$ cat config.mk
export PLATFORM = sky130hd
export DESIGN_NAME = memwr_lane_arbiter
export DESIGN_NICKNAME = d
export VERILOG_FILES = /design/src/rtl/memwr_lane_arbiter.sv
export SDC_FILE = /design/constraint.sdc
export NUM_CORES = 1
export LEC_CHECK = 0
export ABC_AREA = 0
export BUFFER_PORTS_ARGS = -buffer_cell sky130_fd_sc_hd__buf_2
export CAP_MARGIN = 20
export CORE_UTILIZATION = 30
export DETAILED_ROUTE_END_ITERATION = 12
export REMOVE_ABC_BUFFERS = 1
export SLEW_MARGIN = 15
export SYNTH_ARGS = -nofsm -noshare
export SYNTH_HDL_FRONTEND = slang
export SYNTH_SLANG_ARGS = --single-unit
$ cat constraint.sdc
create_clock -name clk -period 2.8 [get_ports clk]
set_input_delay 0.7 -clock clk [delete_from_list [all_inputs] [get_ports clk]]
set_output_delay 0.7 -clock clk [all_outputs]
set_load 0.05 [all_outputs]
$ cat src/rtl/memwr_lane_arbiter.sv
// memwr_lane_arbiter
//   Shares the single write port of a lane-partitioned memory between two
//   producers. After reset a sweep clears every word. The block then grants
//   writes round-robin and serves one registered read port.
//
// Ports
//   clk, rst_n                       clock, async active-low reset
//   reqN_valid/ready/addr/data/mask  producer N write channel (N = 0,1);
//                                    mask bit i enables data[i*LW +: LW]
//   rd_addr / rd_data                read port, 1-cycle latency, read-before-write
//   wr_grant                         one-hot producer completing a transfer now
//   init_done                        clear sweep finished
module memwr_lane_arbiter #(
   parameter  int WIDTH  = 4,
   parameter  int DEPTH  = 2,
   parameter  int LANES  = 2,
   localparam int ADDR_W = (DEPTH > 1) ? $clog2(DEPTH) : 1,
   localparam int LW     = WIDTH / LANES
) (
   input  logic              clk,
   input  logic              rst_n,
   input  logic              req0_valid,
   output logic              req0_ready,
   input  logic [ADDR_W-1:0] req0_addr,
   input  logic [WIDTH-1:0]  req0_data,
   input  logic [LANES-1:0]  req0_mask,
   input  logic              req1_valid,
   output logic              req1_ready,
   input  logic [ADDR_W-1:0] req1_addr,
   input  logic [WIDTH-1:0]  req1_data,
   input  logic [LANES-1:0]  req1_mask,
   input  logic [ADDR_W-1:0] rd_addr,
   output logic [WIDTH-1:0]  rd_data,
   output logic [1:0]        wr_grant,
   output logic              init_done
);

   typedef enum logic {INIT, RUN} state_t;

   typedef struct packed {
      logic [ADDR_W-1:0] addr;
      logic [WIDTH-1:0]  data;
      logic [LANES-1:0]  mask;
   } wreq_t;

   localparam logic [ADDR_W:0]   DEPTH_W   = (ADDR_W+1)'(DEPTH);
   localparam logic [ADDR_W-1:0] LAST_ADDR = ADDR_W'(DEPTH - 1);

   state_t                       state;
   logic [ADDR_W-1:0]            init_cnt;
   logic                         prio1;      // 1: req1 wins the next tie
   logic                         gnt0, gnt1;
   logic                         xfer0, xfer1;
   wreq_t                        wsel;
   wreq_t                        wport;
   logic                         wr_ok;
   logic                         rd_ok;
   logic [LANES-1:0]             we;
   logic [LANES-1:0][LW-1:0]     rword;

   // Grant goes only to a valid producer; a tie goes to whoever was not
   // served by the last transfer.
   assign gnt0 = req0_valid && (!req1_valid || !prio1);
   assign gnt1 = req1_valid && (!req0_valid ||  prio1);

   // Readies drop with the asynchronous reset because state returns to INIT.
   assign req0_ready = (state == RUN) && gnt0;
   assign req1_ready = (state == RUN) && gnt1;
   assign xfer0      = req0_valid && req0_ready;
   assign xfer1      = req1_valid && req1_ready;
   assign wr_grant   = {xfer1, xfer0};

   assign wsel  = gnt1 ? wreq_t'{req1_addr, req1_data, req1_mask}
                       : wreq_t'{req0_addr, req0_data, req0_mask};
   assign wr_ok = ({1'b0, wsel.addr} < DEPTH_W);
   assign rd_ok = ({1'b0, rd_addr}   < DEPTH_W);

   // Single physical write port: the sweep owns it during INIT. An
   // out-of-range address still handshakes but enables no lane.
   always_comb begin
      wport = wsel;
      we    = '0;
      if (state == INIT) begin
         wport = wreq_t'{init_cnt, {WIDTH{1'b0}}, {LANES{1'b1}}};
         we    = '1;
      end else if ((xfer0 || xfer1) && wr_ok) begin
         we    = wsel.mask;
      end
   end

   // Per-lane storage, no reset; the sweep provides the cleared state.
   for (genvar l = 0; l < LANES; l++) begin : g_lane
      logic [LW-1:0] mem [DEPTH];

      always_ff @(posedge clk) begin
         if (we[l]) mem[wport.addr] <= wport.data[l*LW +: LW];
      end

      assign rword[l] = mem[rd_addr];
   end

   always_ff @(posedge clk or negedge rst_n) begin
      if (!rst_n) begin
         state     <= INIT;
         init_cnt  <= '0;
         init_done <= 1'b0;
         prio1     <= 1'b0;
         rd_data   <= '0;
      end else begin
         case (state)
            INIT: begin
               rd_data <= '0;
               if (init_cnt == LAST_ADDR) begin
                  state     <= RUN;
                  init_done <= 1'b1;
               end else begin
                  init_cnt  <= init_cnt + 1'b1;
               end
            end
            RUN: begin
               // Non-blocking read of the array gives read-before-write.
               rd_data <= rd_ok ? rword : '0;
               if (xfer0 || xfer1) prio1 <= xfer0;
            end
            default: state <= INIT;
         endcase
      end
   end

endmodule

# Word-level counts from Yosys, hierarchy flattened
# Memory sizes are Yosys's and may differ from the RTL's.
# Index checks and enable logic that the tools add are counted.
# W data, S select, Z words.
# totals
register_bits	8
latch_bits	0
mem_bits_rw	8
rom_bits	0
output_inout_bits	9
wordCells	35
n_memories	2
# op_classes
addsub	1
mul	0
div	0
magnitude_cmp	0
n_eq_ne	0
n_shift	0
n_mux	12
bitwise	1
reduce_logical	14
# mem_list
memory	depth	word_bits	rd	rd_clocked_by_memory_dff	wr	line_no	rtl
g_lane[0].mem	2	2	1	0	1	93	logic [LW-1:0] mem [DEPTH];
g_lane[1].mem	2	2	1	0	1	93	
# ops
op	n
$mux W7	2
$pmux W4 S2	1
$mux W1	7
$logic_and A1 B1 Y1	6
$mux W2	2
$reduce_and A2 Y1	2
$logic_not A1 Y1	3
$logic_or A1 B1 Y1	3
$add A1 B1 Y1 const B	1
$not A1 Y1	1

# Logic depth before layout (Yosys ltp)
# depth
word_depth	10
ltp_mapped	5
mapped_depth_nobuf	4

# Worst setup path before layout
# No wires, ideal clock.
# synth_path
kind	in2out
startpoint	in req0_valid
endpoint	out req1_ready
arrival_ns	1.632
slack_ns	0.468
path_stages	4
path_buffers	1
cell_sequence	nand2b_4 -> buf_6 -> nand2_1 -> nor2_1
# synth_between
elab_chain_len	4
# synth_rtl
element	line_no	rtl
start: declaration	22	input logic req0_valid,
$logic_not A1 Y1	64	assign gnt1 = req1_valid && (!req0_valid || prio1);
$logic_or A1 B1 Y1	64	
$logic_and A1 B1 Y1	64	
$logic_and A1 B1 Y1	68	assign req1_ready = (state == RUN) && gnt1;
end: declaration	28	output logic req1_ready,
# Every way passes these cells.

# Worst setup path in the final report
# layout_path
startpoint	in req1_valid
endpoint	out wr_grant[0]
# layout_between
elab_chain_len	5
# layout_rtl
element	line_no	rtl
start: declaration	27	input logic req1_valid,
$logic_not A1 Y1	63	assign gnt0 = req0_valid && (!req1_valid || !prio1);
$logic_or A1 B1 Y1	63	
$logic_and A1 B1 Y1	63	
$logic_and A1 B1 Y1	67	assign req0_ready = (state == RUN) && gnt0;
$logic_and A1 B1 Y1	69	assign xfer0 = req0_valid && req0_ready;
end: declaration	34	output logic [1:0] wr_grant,
# Every way passes these cells.

==> results.md <==
- Initial antenna violation count: 0
- Remaining antenna violation count: 0
- Die Wd: 52.2 µm
- Final setup vio count: 0
- Routed WL: 1.32 mm
- Post-CTS setup buffer count: 0
- Main combinational cell family by area after synthesis: simple AND/OR/NAND/NOR gates
- Post-synth EDFFs: 8
- Final worst-path cycle share: 82.9%
- Setup TNS: 0 ns
- Critical path peak fanout: 11
- Xor/xnor share of the synthesized area: 0%
- Synth top cells by count: dfrtp_1, edfxtp_1, nand2_1, nand3_1, nor2_1
- Post-Synth Adder-Cell Area: 0%
- Simple-Gate Fraction of Synth Area: 15.9%
- Row Count: 17
- VDD IR max: 0.168 mV
- Max Slew Vio Count: 0
- Routability cong.: 0.766
- Crit Path Category: in2out
- Primary FF master, synth: edfxtp_1
- Register bit count reported by yosys: 16
- Clock power share: 24.2%
- Via density: 4.72
- NetSw: 0.146 mW
- Resized Gates After CTS: 0
- Total clock sinks: 16
- Gr ovfl total: 0
- Synth Area in Compound Gates: 12.7%
- Tightest Hold Check Type: in2async
- Pre-antenna DRT Iters: 4
- Worst setup SP type: input pin
- Gr usage total: 11.3%
- Relative slew slack: 75.8%
- Wirelength per Cell: 10.9 µm
- Comb pwr share: 21.5%
- Final nets: 113
- Latest clock arrival within the worst-skew pair: 0.28 ns
- Dpl hpwl: 1.04 mm
- Placed cell count: 117
- Num CTS Buffers: 3
- Distinct cell type count after synthesis: 20
- Layout cell share with drive strength beyond 1: 33.3%
- Fmax: 431 MHz
- Post-route cell area: 901 µm²
- Synth area leaders: edfxtp_1, dfrtp_1, mux2i_1
- Cell taking the most area after synthesis: edfxtp_1
- Post-synthesis mux area share: 5.30%
- Largest net degree at the start of global routing: 14
- Yosys top cell area share: 31.8%
- Initial Util: 32.9%
- Flop pwr share: 54.3%
- Cell Area, Placed: 875 µm²
- Max-Cap Viols: 0
- Clk root buf: clkbuf_4
- Sequential area share after synthesis: 58.3%
- Number of vias in the routed layout: 571
- WP data arrival: 1.62 ns
- DR iter-0 viols: 8
- First-pass GRT wire length: 2.07 mm
- LEAKAGE: 0.406 nW
- CTS HTree Levels: 1
- Hold Fails Final Rpt: 0
- Slew @ Worst Pin: 0.360 ns
- Sw Share: 29.2%
- Die area: 0.00272 mm²
- IO Port Bufs: 27
- Layout Skew: 0.00703 ns
- Ys Warns: 0
- Internal cell power: 0.352 mW
- Die Y-Extent: 52.2 µm
- Setup crit end kind: output port
- Vias in the first global route: 515
- Cts hold-fix bufs: 0
- Core area: 0.00230 mm²
- FFs w/ async S/R, synth: 50.0%
- Number of fill cells: 245
- Clock buffer depth: 2
- IO Pins: 28
- Residual DRC: 0
- Antenna cell count: 0
- Post-route minimum period: 2.32 ns
- Synth Cell Area: 756 µm²
- Final Instance Count excl. Fillers: 121
- CP required: 2.10 ns
- RSZ-0062 raised after global routing: false
- Syn_area_per_cell: 11.0 µm²
- Worst-path clk slew: 0.09 ns
- CTS tree: yes
- Power density over the cells: 553 mW/mm²
- Area Growth Syn to Fin: 19.2%
- Status: completed
- Mapped Cells: 69
## cells in the final DEF, fill, tap and decap left out
master,Yosys,final
edfxtp_1,8,8
inv_1,2,2
a21oi_1,5,5
buf_2,0,27
dfrtp_1,8,8
nand2b_1,1,1
mux2i_1,4,4
clkbuf_4,0,3
a31o_1,1,1
clkinv_1,0,1
a21bo_1,1,1
nor2_1,7,7
a31oi_1,6,6
a21boi_0,1,1
nand2b_4,1,1
nand3_1,7,7
a21o_1,1,1
and2_1,2,2
nand2_1,7,7
## power groups by stage
stage          combinational, mW  clock (mW)  sequential, mW
2_1_floorplan             0.0559           0           0.293
3_3_place_gp               0.107           0           0.275
3_5_place_dp               0.108           0           0.276
4_1_cts                    0.108       0.126           0.270
5_1_grt                    0.117       0.135           0.272
6_report                   0.107       0.120           0.270
## logic make-up (layout without fill, tap and decap cells)
| kind of cell | count (synthesis) | in the layout |
|---|---|---|
| compound gates | 15 | 15 |
| buf+inv | 9 | 33 |
| simple gates | 25 | 25 |
| mux | 4 | 4 |
| flops | 16 | 16 |
## worst max-delay path, cell delays in order
cell and delay [ns]:
buf_2 0.16, a21boi_0 0.33, and2_1 0.18, buf_2 0.25
## registers in the layout, indices dropped and copies added (netlist names)
register and cells:
init_done 1, prio1 1, state 1, init_cnt 1, rd_data 4, g_lane.mem 8
## worst paths after layout
path                                        from                       endpoint  slack (ns)  depth (start not counted)
setup / recovery                      req1_valid                    wr_grant[0]        0.48                          4
hold / removal                             rst_n           rd_data[0]$_DFF_PN0_        0.23                          1
setup reg to reg               prio1$_DFFE_PN0P_  g_lane[0].mem[1][1]$_DFFE_PP_        1.21                          4
hold reg to reg            init_done$_DFFE_PN0P_          init_done$_DFFE_PN0P_        0.46                          1
max in group asynchronous                  rst_n              prio1$_DFFE_PN0P_        2.40                          1
min in group clk           init_done$_DFFE_PN0P_          init_done$_DFFE_PN0P_        0.46                          1
## final cells by class
type / instances / area [µm²] / share of cell area, %
inverter: 2 / 7.51 / 0.833
clock buffer: 3 / 22.5 / 2.50
sequential: 16 / 440 / 48.9
tap: 28 / 35.0 / 3.89
clock inverter: 1 / 3.75 / 0.417
multi-input combinational: 44 / 256 / 28.5
timing repair buffer: 27 / 135 / 15.0
## metal layers
metal	track usage [%]	part of all wire, %
met5	0	0
met4	11.8	5.1
met3	2.61	5.7
met2	16.7	43
met1	12.8	46
## through the flow
stage | utilization, % | hold WS [ns] | worst slack (ns) | power (mW)
after floorplan | - | 0.404 | 0.529 | 0.349
after global placement | 38.1 | 0.435 | 0.526 | 0.382
after detailed placement | 38.1 | 0.444 | 0.469 | 0.383
after CTS | 39.2 | 0.231 | 0.469 | 0.504
after global routing | 39.2 | 0.236 | 0.372 | 0.523
final | 39.2 | 0.232 | 0.480 | 0.498
No activity file was read; power rests on OpenSTA's default activity.
